### config.mk
export PLATFORM = sky130hd
export DESIGN_NAME = i2c_slave_ctrl_flat
export DESIGN_NICKNAME = d
export VERILOG_FILES = /design/src/rtl/i2c_slave_ctrl_if.sv /design/src/rtl/i2c_slave_ctrl.sv /design/src/flat_wrapper.sv
export SDC_FILE = /design/constraint.sdc
export NUM_CORES = 1
export LEC_CHECK = 0
export ABC_AREA = 1
export CORE_ASPECT_RATIO = 0.8
export CORE_MARGIN = 2
export CORE_UTILIZATION = 63
export DETAILED_ROUTE_END_ITERATION = 10
export DONT_BUFFER_PORTS = 1
export GPL_TIMING_DRIVEN = 0
export PLACE_DENSITY_LB_ADDON = 0.2
export RECOVER_POWER = 50
export SKIP_CTS_REPAIR_TIMING = 1
export SLEW_MARGIN = 10
export SYNTH_ARGS = -nofsm -noshare
export SYNTH_HDL_FRONTEND = slang
export SYNTH_SLANG_ARGS = --single-unit
### constraint.sdc
create_clock -name clk -period 2.2 [get_ports clk]
set_clock_uncertainty 0.15 [all_clocks]
set_input_delay 0 -clock clk [delete_from_list [all_inputs] [get_ports clk]]
set_output_delay 0 -clock clk [all_outputs]
set_load 0.01 [all_outputs]
### src/rtl/i2c_slave_ctrl_if.sv
// Bus-side bundle for the I2C slave byte sequencer: raw lines, detector
// events, register-side byte handshakes and status.
interface i2c_slave_ctrl_if;
  logic       scl;
  logic       sda;
  logic       start;
  logic       stop;
  logic [7:0] tx_data;
  logic       det_enable;
  logic       sda_oe;
  logic [7:0] rx_data;
  logic       rx_valid;
  logic       tx_req;
  logic       addr_match;
  logic       busy;

  modport master (
    output scl, sda, start, stop, tx_data,
    input  det_enable, sda_oe, rx_data, rx_valid, tx_req, addr_match, busy
  );

  modport slave (
    input  scl, sda, start, stop, tx_data,
    output det_enable, sda_oe, rx_data, rx_valid, tx_req, addr_match, busy
  );
endinterface

### src/rtl/i2c_slave_ctrl.sv
// I2C slave byte sequencer: tracks address/data/ACK phases from synchronised
// SCL/SDA, drives the SDA pull-down and handshakes bytes with the register side.
module i2c_slave_ctrl #(
  parameter logic [6:0]  SLAVE_ADDR  = 7'h42,
  parameter int unsigned SYNC_STAGES = 2
) (
  input logic             clk,
  input logic             rst,
  i2c_slave_ctrl_if.slave bus
);

  typedef enum logic [2:0] {
    S_IDLE, S_ADDR, S_ADDR_ACK, S_RX, S_RX_ACK, S_TX, S_TX_ACK, S_WAIT_STOP
  } state_e;

  state_e                 state_q, state_d;
  logic [SYNC_STAGES-1:0] scl_sync_q, scl_sync_d;
  logic [SYNC_STAGES-1:0] sda_sync_q, sda_sync_d;
  logic                   scl_dly_q, scl_dly_d;
  logic [6:0]             shift_q, shift_d;
  logic [2:0]             bit_cnt_q, bit_cnt_d;
  logic [7:0]             rx_data_q, rx_data_d;
  logic                   rw_q, rw_d;
  logic                   pend_q, pend_d;
  logic                   sda_oe_q, sda_oe_d;
  logic                   rx_valid_q, rx_valid_d;
  logic                   tx_req_q, tx_req_d;
  logic                   addr_match_q, addr_match_d;

  logic       scl_s, sda_s, scl_rise, scl_fall, sda_oe;
  logic [7:0] shift_in;

  always_comb begin
    scl_sync_d = {scl_sync_q[SYNC_STAGES-2:0], bus.scl};
    sda_sync_d = {sda_sync_q[SYNC_STAGES-2:0], bus.sda};
    scl_s      = scl_sync_q[SYNC_STAGES-1];
    sda_s      = sda_sync_q[SYNC_STAGES-1];
    scl_dly_d  = scl_s;
    scl_rise   = scl_s & ~scl_dly_q;
    scl_fall   = ~scl_s & scl_dly_q;
    shift_in   = {shift_q, sda_s};
  end

  // pend_q: in TX the 8th bit has been clocked; in TX_ACK the master ACKed.
  always_comb begin
    // NOTE: every signal gets its hold value first, so no path leaves one unassigned (no latches).
    state_d      = state_q;
    shift_d      = shift_q;
    bit_cnt_d    = bit_cnt_q;
    rx_data_d    = rx_data_q;
    rw_d         = rw_q;
    pend_d       = pend_q;
    sda_oe_d     = sda_oe_q;
    addr_match_d = addr_match_q;
    rx_valid_d   = 1'b0;
    tx_req_d     = 1'b0;

    unique case (state_q)
      S_ADDR: if (scl_rise) begin
        shift_d   = shift_in[6:0];
        bit_cnt_d = bit_cnt_q + 3'd1;
        if (bit_cnt_q == 3'd7) begin
          if (shift_in[7:1] == SLAVE_ADDR) begin
            rw_d    = shift_in[0];
            state_d = S_ADDR_ACK;
          end else begin
            state_d = S_WAIT_STOP;
          end
        end
      end
      // sda_oe_q itself tells the first ACK-bit fall (assert) from the second (exit).
      S_ADDR_ACK: if (scl_fall) begin
        if (!sda_oe_q) begin
          sda_oe_d     = 1'b1;
          addr_match_d = 1'b1;
        end else if (rw_q) begin
          tx_req_d = 1'b1;
          state_d  = S_TX;
        end else begin
          sda_oe_d = 1'b0;
          state_d  = S_RX;
        end
      end
      S_RX: if (scl_rise) begin
        shift_d   = shift_in[6:0];
        bit_cnt_d = bit_cnt_q + 3'd1;
        if (bit_cnt_q == 3'd7) begin
          rx_data_d  = shift_in;
          rx_valid_d = 1'b1;
          state_d    = S_RX_ACK;
        end
      end
      S_RX_ACK: if (scl_fall) begin
        sda_oe_d = ~sda_oe_q;
        if (sda_oe_q) state_d = S_RX;
      end
      S_TX: begin
        if (tx_req_q) begin
          shift_d  = bus.tx_data[6:0];
          sda_oe_d = ~bus.tx_data[7];
        end else if (scl_rise) begin
          bit_cnt_d = bit_cnt_q + 3'd1;
          if (bit_cnt_q == 3'd7) pend_d = 1'b1;
        end else if (scl_fall) begin
          if (pend_q) begin
            pend_d   = 1'b0;
            sda_oe_d = 1'b0;
            state_d  = S_TX_ACK;
          end else begin
            shift_d  = {shift_q[5:0], 1'b0};
            sda_oe_d = ~shift_q[6];
          end
        end
      end
      S_TX_ACK: begin
        if (scl_rise) begin
          if (sda_s) begin
            sda_oe_d = 1'b0;
            state_d  = S_WAIT_STOP;
          end else begin
            pend_d = 1'b1;
          end
        end else if (scl_fall && pend_q) begin
          pend_d   = 1'b0;
          tx_req_d = 1'b1;
          state_d  = S_TX;
        end
      end
      default: ;
    endcase

    // start is applied last so it overrides a coincident stop.
    if (bus.stop) begin
      state_d      = S_IDLE;
      sda_oe_d     = 1'b0;
      addr_match_d = 1'b0;
      pend_d       = 1'b0;
      tx_req_d     = 1'b0;
      rx_valid_d   = 1'b0;
    end
    if (bus.start) begin
      state_d      = S_ADDR;
      bit_cnt_d    = 3'd0;
      sda_oe_d     = 1'b0;
      addr_match_d = 1'b0;
      pend_d       = 1'b0;
      tx_req_d     = 1'b0;
      rx_valid_d   = 1'b0;
    end
  end

  always_ff @(posedge clk or posedge rst) begin
    if (rst) begin
      state_q      <= S_IDLE;
      // Sync stages reset to the idle-high bus level so no phantom edge follows reset.
      scl_sync_q   <= '1;
      sda_sync_q   <= '1;
      scl_dly_q    <= 1'b1;
      shift_q      <= '0;
      bit_cnt_q    <= '0;
      rx_data_q    <= '0;
      rw_q         <= 1'b0;
      pend_q       <= 1'b0;
      sda_oe_q     <= 1'b0;
      rx_valid_q   <= 1'b0;
      tx_req_q     <= 1'b0;
      addr_match_q <= 1'b0;
    end else begin
      // NOTE: non-blocking updates so every flop samples pre-edge values.
      state_q      <= state_d;
      scl_sync_q   <= scl_sync_d;
      sda_sync_q   <= sda_sync_d;
      scl_dly_q    <= scl_dly_d;
      shift_q      <= shift_d;
      bit_cnt_q    <= bit_cnt_d;
      rx_data_q    <= rx_data_d;
      rw_q         <= rw_d;
      pend_q       <= pend_d;
      sda_oe_q     <= sda_oe_d;
      rx_valid_q   <= rx_valid_d;
      tx_req_q     <= tx_req_d;
      addr_match_q <= addr_match_d;
    end
  end

  // In the tx_req cycle the first data bit comes straight from tx_data, which
  // is latched into shift_q at the end of that same cycle.
  assign sda_oe         = tx_req_q ? ~bus.tx_data[7] : sda_oe_q;
  assign bus.sda_oe     = sda_oe;
  assign bus.det_enable = ~rst & ~sda_oe;
  assign bus.rx_data    = rx_data_q;
  assign bus.rx_valid   = rx_valid_q;
  assign bus.tx_req     = tx_req_q;
  assign bus.addr_match = addr_match_q;
  assign bus.busy       = (state_q != S_IDLE);

endmodule

### src/flat_wrapper.sv
// flat-port wrapper written by rule: the top's interface ports become plain ports
module i2c_slave_ctrl_flat 
#(
  parameter logic [6:0]  SLAVE_ADDR  = 7'h42,
  parameter int unsigned SYNC_STAGES = 2
)
  (clk, rst, bus_scl, bus_sda, bus_start, bus_stop, bus_tx_data, bus_det_enable, bus_sda_oe, bus_rx_data, bus_rx_valid, bus_tx_req, bus_addr_match, bus_busy);
  i2c_slave_ctrl_if bus_i ();
  input logic clk;
  input logic rst;
  input wire logic [$bits(bus_i.scl)-1:0] bus_scl;
  input wire logic [$bits(bus_i.sda)-1:0] bus_sda;
  input wire logic [$bits(bus_i.start)-1:0] bus_start;
  input wire logic [$bits(bus_i.stop)-1:0] bus_stop;
  input wire logic [$bits(bus_i.tx_data)-1:0] bus_tx_data;
  output wire logic [$bits(bus_i.det_enable)-1:0] bus_det_enable;
  output wire logic [$bits(bus_i.sda_oe)-1:0] bus_sda_oe;
  output wire logic [$bits(bus_i.rx_data)-1:0] bus_rx_data;
  output wire logic [$bits(bus_i.rx_valid)-1:0] bus_rx_valid;
  output wire logic [$bits(bus_i.tx_req)-1:0] bus_tx_req;
  output wire logic [$bits(bus_i.addr_match)-1:0] bus_addr_match;
  output wire logic [$bits(bus_i.busy)-1:0] bus_busy;
  assign bus_i.scl = bus_scl;
  assign bus_i.sda = bus_sda;
  assign bus_i.start = bus_start;
  assign bus_i.stop = bus_stop;
  assign bus_i.tx_data = bus_tx_data;
  assign bus_det_enable = bus_i.det_enable;
  assign bus_sda_oe = bus_i.sda_oe;
  assign bus_rx_data = bus_i.rx_data;
  assign bus_rx_valid = bus_i.rx_valid;
  assign bus_tx_req = bus_i.tx_req;
  assign bus_addr_match = bus_i.addr_match;
  assign bus_busy = bus_i.busy;
  i2c_slave_ctrl #(.SLAVE_ADDR(SLAVE_ADDR), .SYNC_STAGES(SYNC_STAGES)) u_core (.clk(clk), .rst(rst), .bus(bus_i));
endmodule
Yosys cells after proc, flatten, opt, wreduce, memory -nomap -nowiden
Cells that the tools add are included.
{"block": "word_totals", "inputBits": 14, "out_inout_bits": 14, "wordCells": 148, "ff_bits": 32}
{"block": "classes", "n_mux": 71, "n_eq_ne": 35, "bitwise": 10, "addsub": 1, "n_reduce_logical": 18}
{"operator": "$mux 3", "count": 22}
{"operator": "$ne 4x3->1 const B", "count": 12}
{"operator": "$mux 1", "count": 38}
{"operator": "$mux 7", "count": 5}
{"operator": "$pmux 3 s6", "count": 1}
{"operator": "$ne 5x3->1 const B", "count": 3}
{"operator": "$reduce_and 15->1", "count": 1}
{"operator": "$pmux 7 s2", "count": 1}
{"operator": "$eq 3x3->1 const B", "count": 4}
{"operator": "$reduce_bool 3->1", "count": 4}
{"operator": "$ne 5x4->1 const B", "count": 2}
{"operator": "$ne 5x5->1 const B", "count": 2}
{"operator": "$ne 3x3->1 const B", "count": 3}
{"operator": "$ne 4x4->1 const B", "count": 2}
{"operator": "$reduce_bool 8->1", "count": 1}
{"operator": "$eq 7x7->1 const B", "count": 1}
{"operator": "$not 1->1", "count": 7}
{"operator": "$reduce_and 7->1", "count": 1}
{"operator": "$eq 3x2->1 const B", "count": 2}
{"operator": "$pmux 3 s2", "count": 1}
{"operator": "$reduce_and 3->1", "count": 2}
{"operator": "$reduce_and 6->1", "count": 1}
{"operator": "$reduce_bool 6->1", "count": 1}
{"operator": "$reduce_and 5->1", "count": 1}
{"operator": "other kinds (14)", "count": 17}

Logic depth before layout (Yosys ltp)
{"block": "depth", "ltp_word": 8, "depth_mapped": 11, "ltp_nobuf": 11}

Worst setup path after synthesis
Ideal clock, no wire load.
{"block": "synth_path", "path_kind": "register to register", "from": "register u_core.scl_sync_q[1]", "to": "register u_core.shift_q[5]", "path_slack_ps": 622, "t_required_ps": 1923, "path_stages_with_launch": 7, "arrival_ps": 1302, "path_buffers": 1, "synth_period_minus_slack_ps": 1578, "setup_time_ps": 127, "path_cell_list": "dfstp_2 > inv_2 > nor2_2 > nand2_2 > a22oi_4 > buf_4 > o21ai_0"}
{"block": "synth_between", "elab_chain_len": 4, "elab_cells_between_ends": 7, "classes_between": "eq/ne (3); bitwise (3); reduce/logical (1)"}
{"element": "start, declared", "line_no": "i2c_slave_ctrl.sv:17", "rtl": "logic [SYNC_STAGES-1:0] scl_sync_q, scl_sync_d;"}
{"element": "start signal, assigned", "line_no": "i2c_slave_ctrl.sv:171", "rtl": "scl_sync_q <= scl_sync_d;"}
{"element": "$not 1->1", "line_no": "i2c_slave_ctrl.sv:40", "rtl": "scl_fall = ~scl_s & scl_dly_q;"}
{"element": "$and 1x1->1", "line_no": "i2c_slave_ctrl.sv:40"}
{"element": "$ne 3x1->1 (no source line)"}
{"element": "$reduce_and 5->1 (no source line) *"}
{"element": "end signal, assigned", "line_no": "i2c_slave_ctrl.sv:174", "rtl": "shift_q <= shift_d;"}
{"element": "end, declared", "line_no": "i2c_slave_ctrl.sv:20", "rtl": "logic [6:0] shift_q, shift_d;"}
Mark *: on every way between the ends. The rest lies on a longest branch, timed or not.
A chain may end at the register's enable or synchronous reset.

Final worst setup path
{"block": "layout_path", "from": "register u_core.scl_sync_q[1]", "to": "register u_core.shift_q[6]"}
Same word-level chain as after synthesis.

==> metrics.txt <==
antenna-violating nets left 0; Rows 17; Initial DRC Count 230; WP data required 2.20 ns; cell count after synthesis 272; via count 1,840; Slowest cell on crit path dfstp_1; mean area per synthesized cell 7.04 sq um; violations in the final reports hold timing; Hold Crit Class in -> reg; RD Place Congestion 0.988; fillers 215; cell accounting for the most synthesized area dfrtp_1; Worst slew margin 0.226; global-route wire length before repair 7.23 mm; most numerous cell in the Yosys netlist nand2_1; layout cell share with drive strength beyond 1 0.120; WHS Path Cells 5; reg-to-reg critical path endpoint u_core.shift_q[6]; clock-pin slew on the worst setup and hold paths 0.07 ns; syn nets 288; GRT Total Usage 0.284; ys flop type dfrtp_1; Slew Viols, Final 0; Setup crit end kind register; largest net degree at the start of global routing 33; Detailed Route WL 4.42 mm; delay-heaviest family, CP flip-flops; Routed WL per cell 13.4 um; CP max FO 10; storage element area 807 sq um; Hold EP u_core.sda_oe_q; Pwr Density 945 nW/um^2; Root Buffer clkbuf_8; worst path cell trace inv_2 -> nor2_2 -> nand2_2 -> a22oi_4 -> buf_4 -> o21ai_0; IO Count 28; total power 2.06 mW; DIE HEIGHT 53.3 um; drt pass-1 iters 5; # setup viols final 0; Hold Slack -0.0269 ns; Slew @ Worst Pin 1.16 ns; clk buf depth 2; FF-to-FF Start u_core.scl_sync_q[1]; # diodes 0; CP bufs+invs 2; Port Buf Inserts 0; async set-reset flop share out of synthesis 1.00; sequential area share after synthesis 0.422; area occupied by multi-input gates 946 sq um; minimum clock period 1.84 ns; Post-Route Setup TNS 0 ns; Hold Crit Start bus_tx_data[7]; Crit Path Category reg -> reg; Starting Density 0.677; r2r worst-path depth 6; Synth area leaders dfrtp_1, nand2_1, nor2_1; EDFF count, synth 0; number of global-route vias before repair 1,555; Reg2Reg Setup Slack 0.36 ns; RSZ-0062 raised after global routing false; die area 3500 sq um; Max VDD drop 0.564 mV; Synth Register Bits 32; Data arrival, critical path 1.84 ns; Hold Fails Final Rpt 1; Placeable Area 2830 sq um; Max Cap Viol 0; CTS tree done; nets@finish 307; Max Clk Rate 545 MHz; CP peak stage delay 0.59 ns; outcome complete, but fails checks; global route overflow 0; clock sink count 32; CTS buffer count 5; leakage power total 1.10 nW; final period utilization 0.834; Synth-to-Final Area Change 13.6%; warnings from Yosys 0; vias per std cell 5.58; hpwl dp 3.09 mm; area share of the leading cell type in the synthesized netlist 0.353; worst skew pair latency 0.28 ns; Commonest cells post-synth nand2_1, nor2_1, dfrtp_1, inv_1, o21ai_0; CP Launch Type register; H-tree levels 2; Post-route DRC 0; DIE WIDTH 65.6 um; Synth Cell Area 1910 sq um; synth unique cells 26; initial antenna violation count 0
worst max-delay path by stage:
stage / from / depth (start not counted) / endpoint
finish: u_core.scl_sync_q[1] / 6 / u_core.shift_q[6]
global route: u_core.scl_sync_q[1] / 7 / u_core.shift_q[2]
CTS: u_core.scl_sync_q[1] / 6 / u_core.shift_q[6]
detailed placement: u_core.scl_sync_q[1] / 6 / u_core.shift_q[6]
global placement: u_core.scl_sync_q[1] / 6 / u_core.shift_q[6]
floorplan: u_core.scl_sync_q[1] / 6 / u_core.shift_q[5]
state kept, by name (all words and copies together) (netlist names), 2 cells and up:
register,count
u_core.state_q,3
u_core.bus.rx_data,8
u_core.scl_sync_q,2
u_core.bit_cnt_q,3
u_core.sda_sync_q,2
u_core.shift_q,7
area by class of cell:
type,count,area share
Multi-Input combinational cell,202,0.435
Sequential cell,32,0.371
Timing Repair Buffer,12,0.0552
Inverter,31,0.0535
Clock buffer,6,0.0380
Tap cell,38,0.0219
Buffer,7,0.0207
Clock inverter,2,0.00460
logic make-up after synthesis:
| group | Yosys count | synth area share |
|---|---|---|
| and+or+nand+nor | 158 | 0.357 |
| buffers and inverters | 38 | 0.0843 |
| AOI/OAI and AO/OA | 42 | 0.124 |
| DFF | 32 | 0.422 |
| adders and majority gates | 2 | 0.0131 |
cells in the final DEF (no fill, tap or decap):
cell and count:
inv_2 4, nor2_1 39, a21oi_2 1, clkinv_2 2, nand3b_1 1, a22oi_1 1
a22oi_4 1, o21ai_0 26, o21ai_1 6, buf_2 3, nand2_1 80, a21oi_1 4
nand4_1 2, nand3_1 21, o21bai_1 1, inv_1 27, clkbuf_8 6, dfrtp_1 27
nand3_4 1, nor2_2 5, nor3_1 5, nor2_4 1, a31oi_1 2, nand2_2 1
ha_1 2, dfstp_1 1, nand3_2 2, dfstp_2 4, dlygate4sd3_1 12, buf_4 4
per-stage QoR:
stage | cell area (sq um) | utilization | std cells | hold slack (ns) | worst slack, ns
after floorplan | 1910 | - | 272 | -0.146 | 0.622
after global placement | 1960 | 0.693 | 310 | -0.145 | 0.451
after detailed placement | 1960 | 0.693 | 310 | -0.145 | 0.424
after CTS | 2050 | 0.726 | 318 | -0.448 | 0.409
after global routing | 2170 | 0.769 | 330 | 0.0648 | 0.260
final | 2170 | 0.769 | 330 | -0.0269 | 0.365
routing by layer:
layer	GRT usage	share of wire	vias to the layer above	routed length, um
met5	0	0	-	0
met4	0.101	0.012	0	53
met3	0.0787	0.089	8	394
met2	0.414	0.44	89	1940
met1	0.403	0.46	833	2030
li1	-	-	910	-
worst min-delay path: stages:
cell and delay, ns:
nor2_1 0.03, o21ai_0 0.16, nand3_1 0.07, nand2_1 0.06, o21ai_1 0.05
report_power, final:
group,internal [mW],switching (mW)
combinational,0.275,0.575
sequential,0.693,0.0528
clock,0.249,0.211
total,1.22,0.839
No activity file was read; power rests on OpenSTA's default activity.
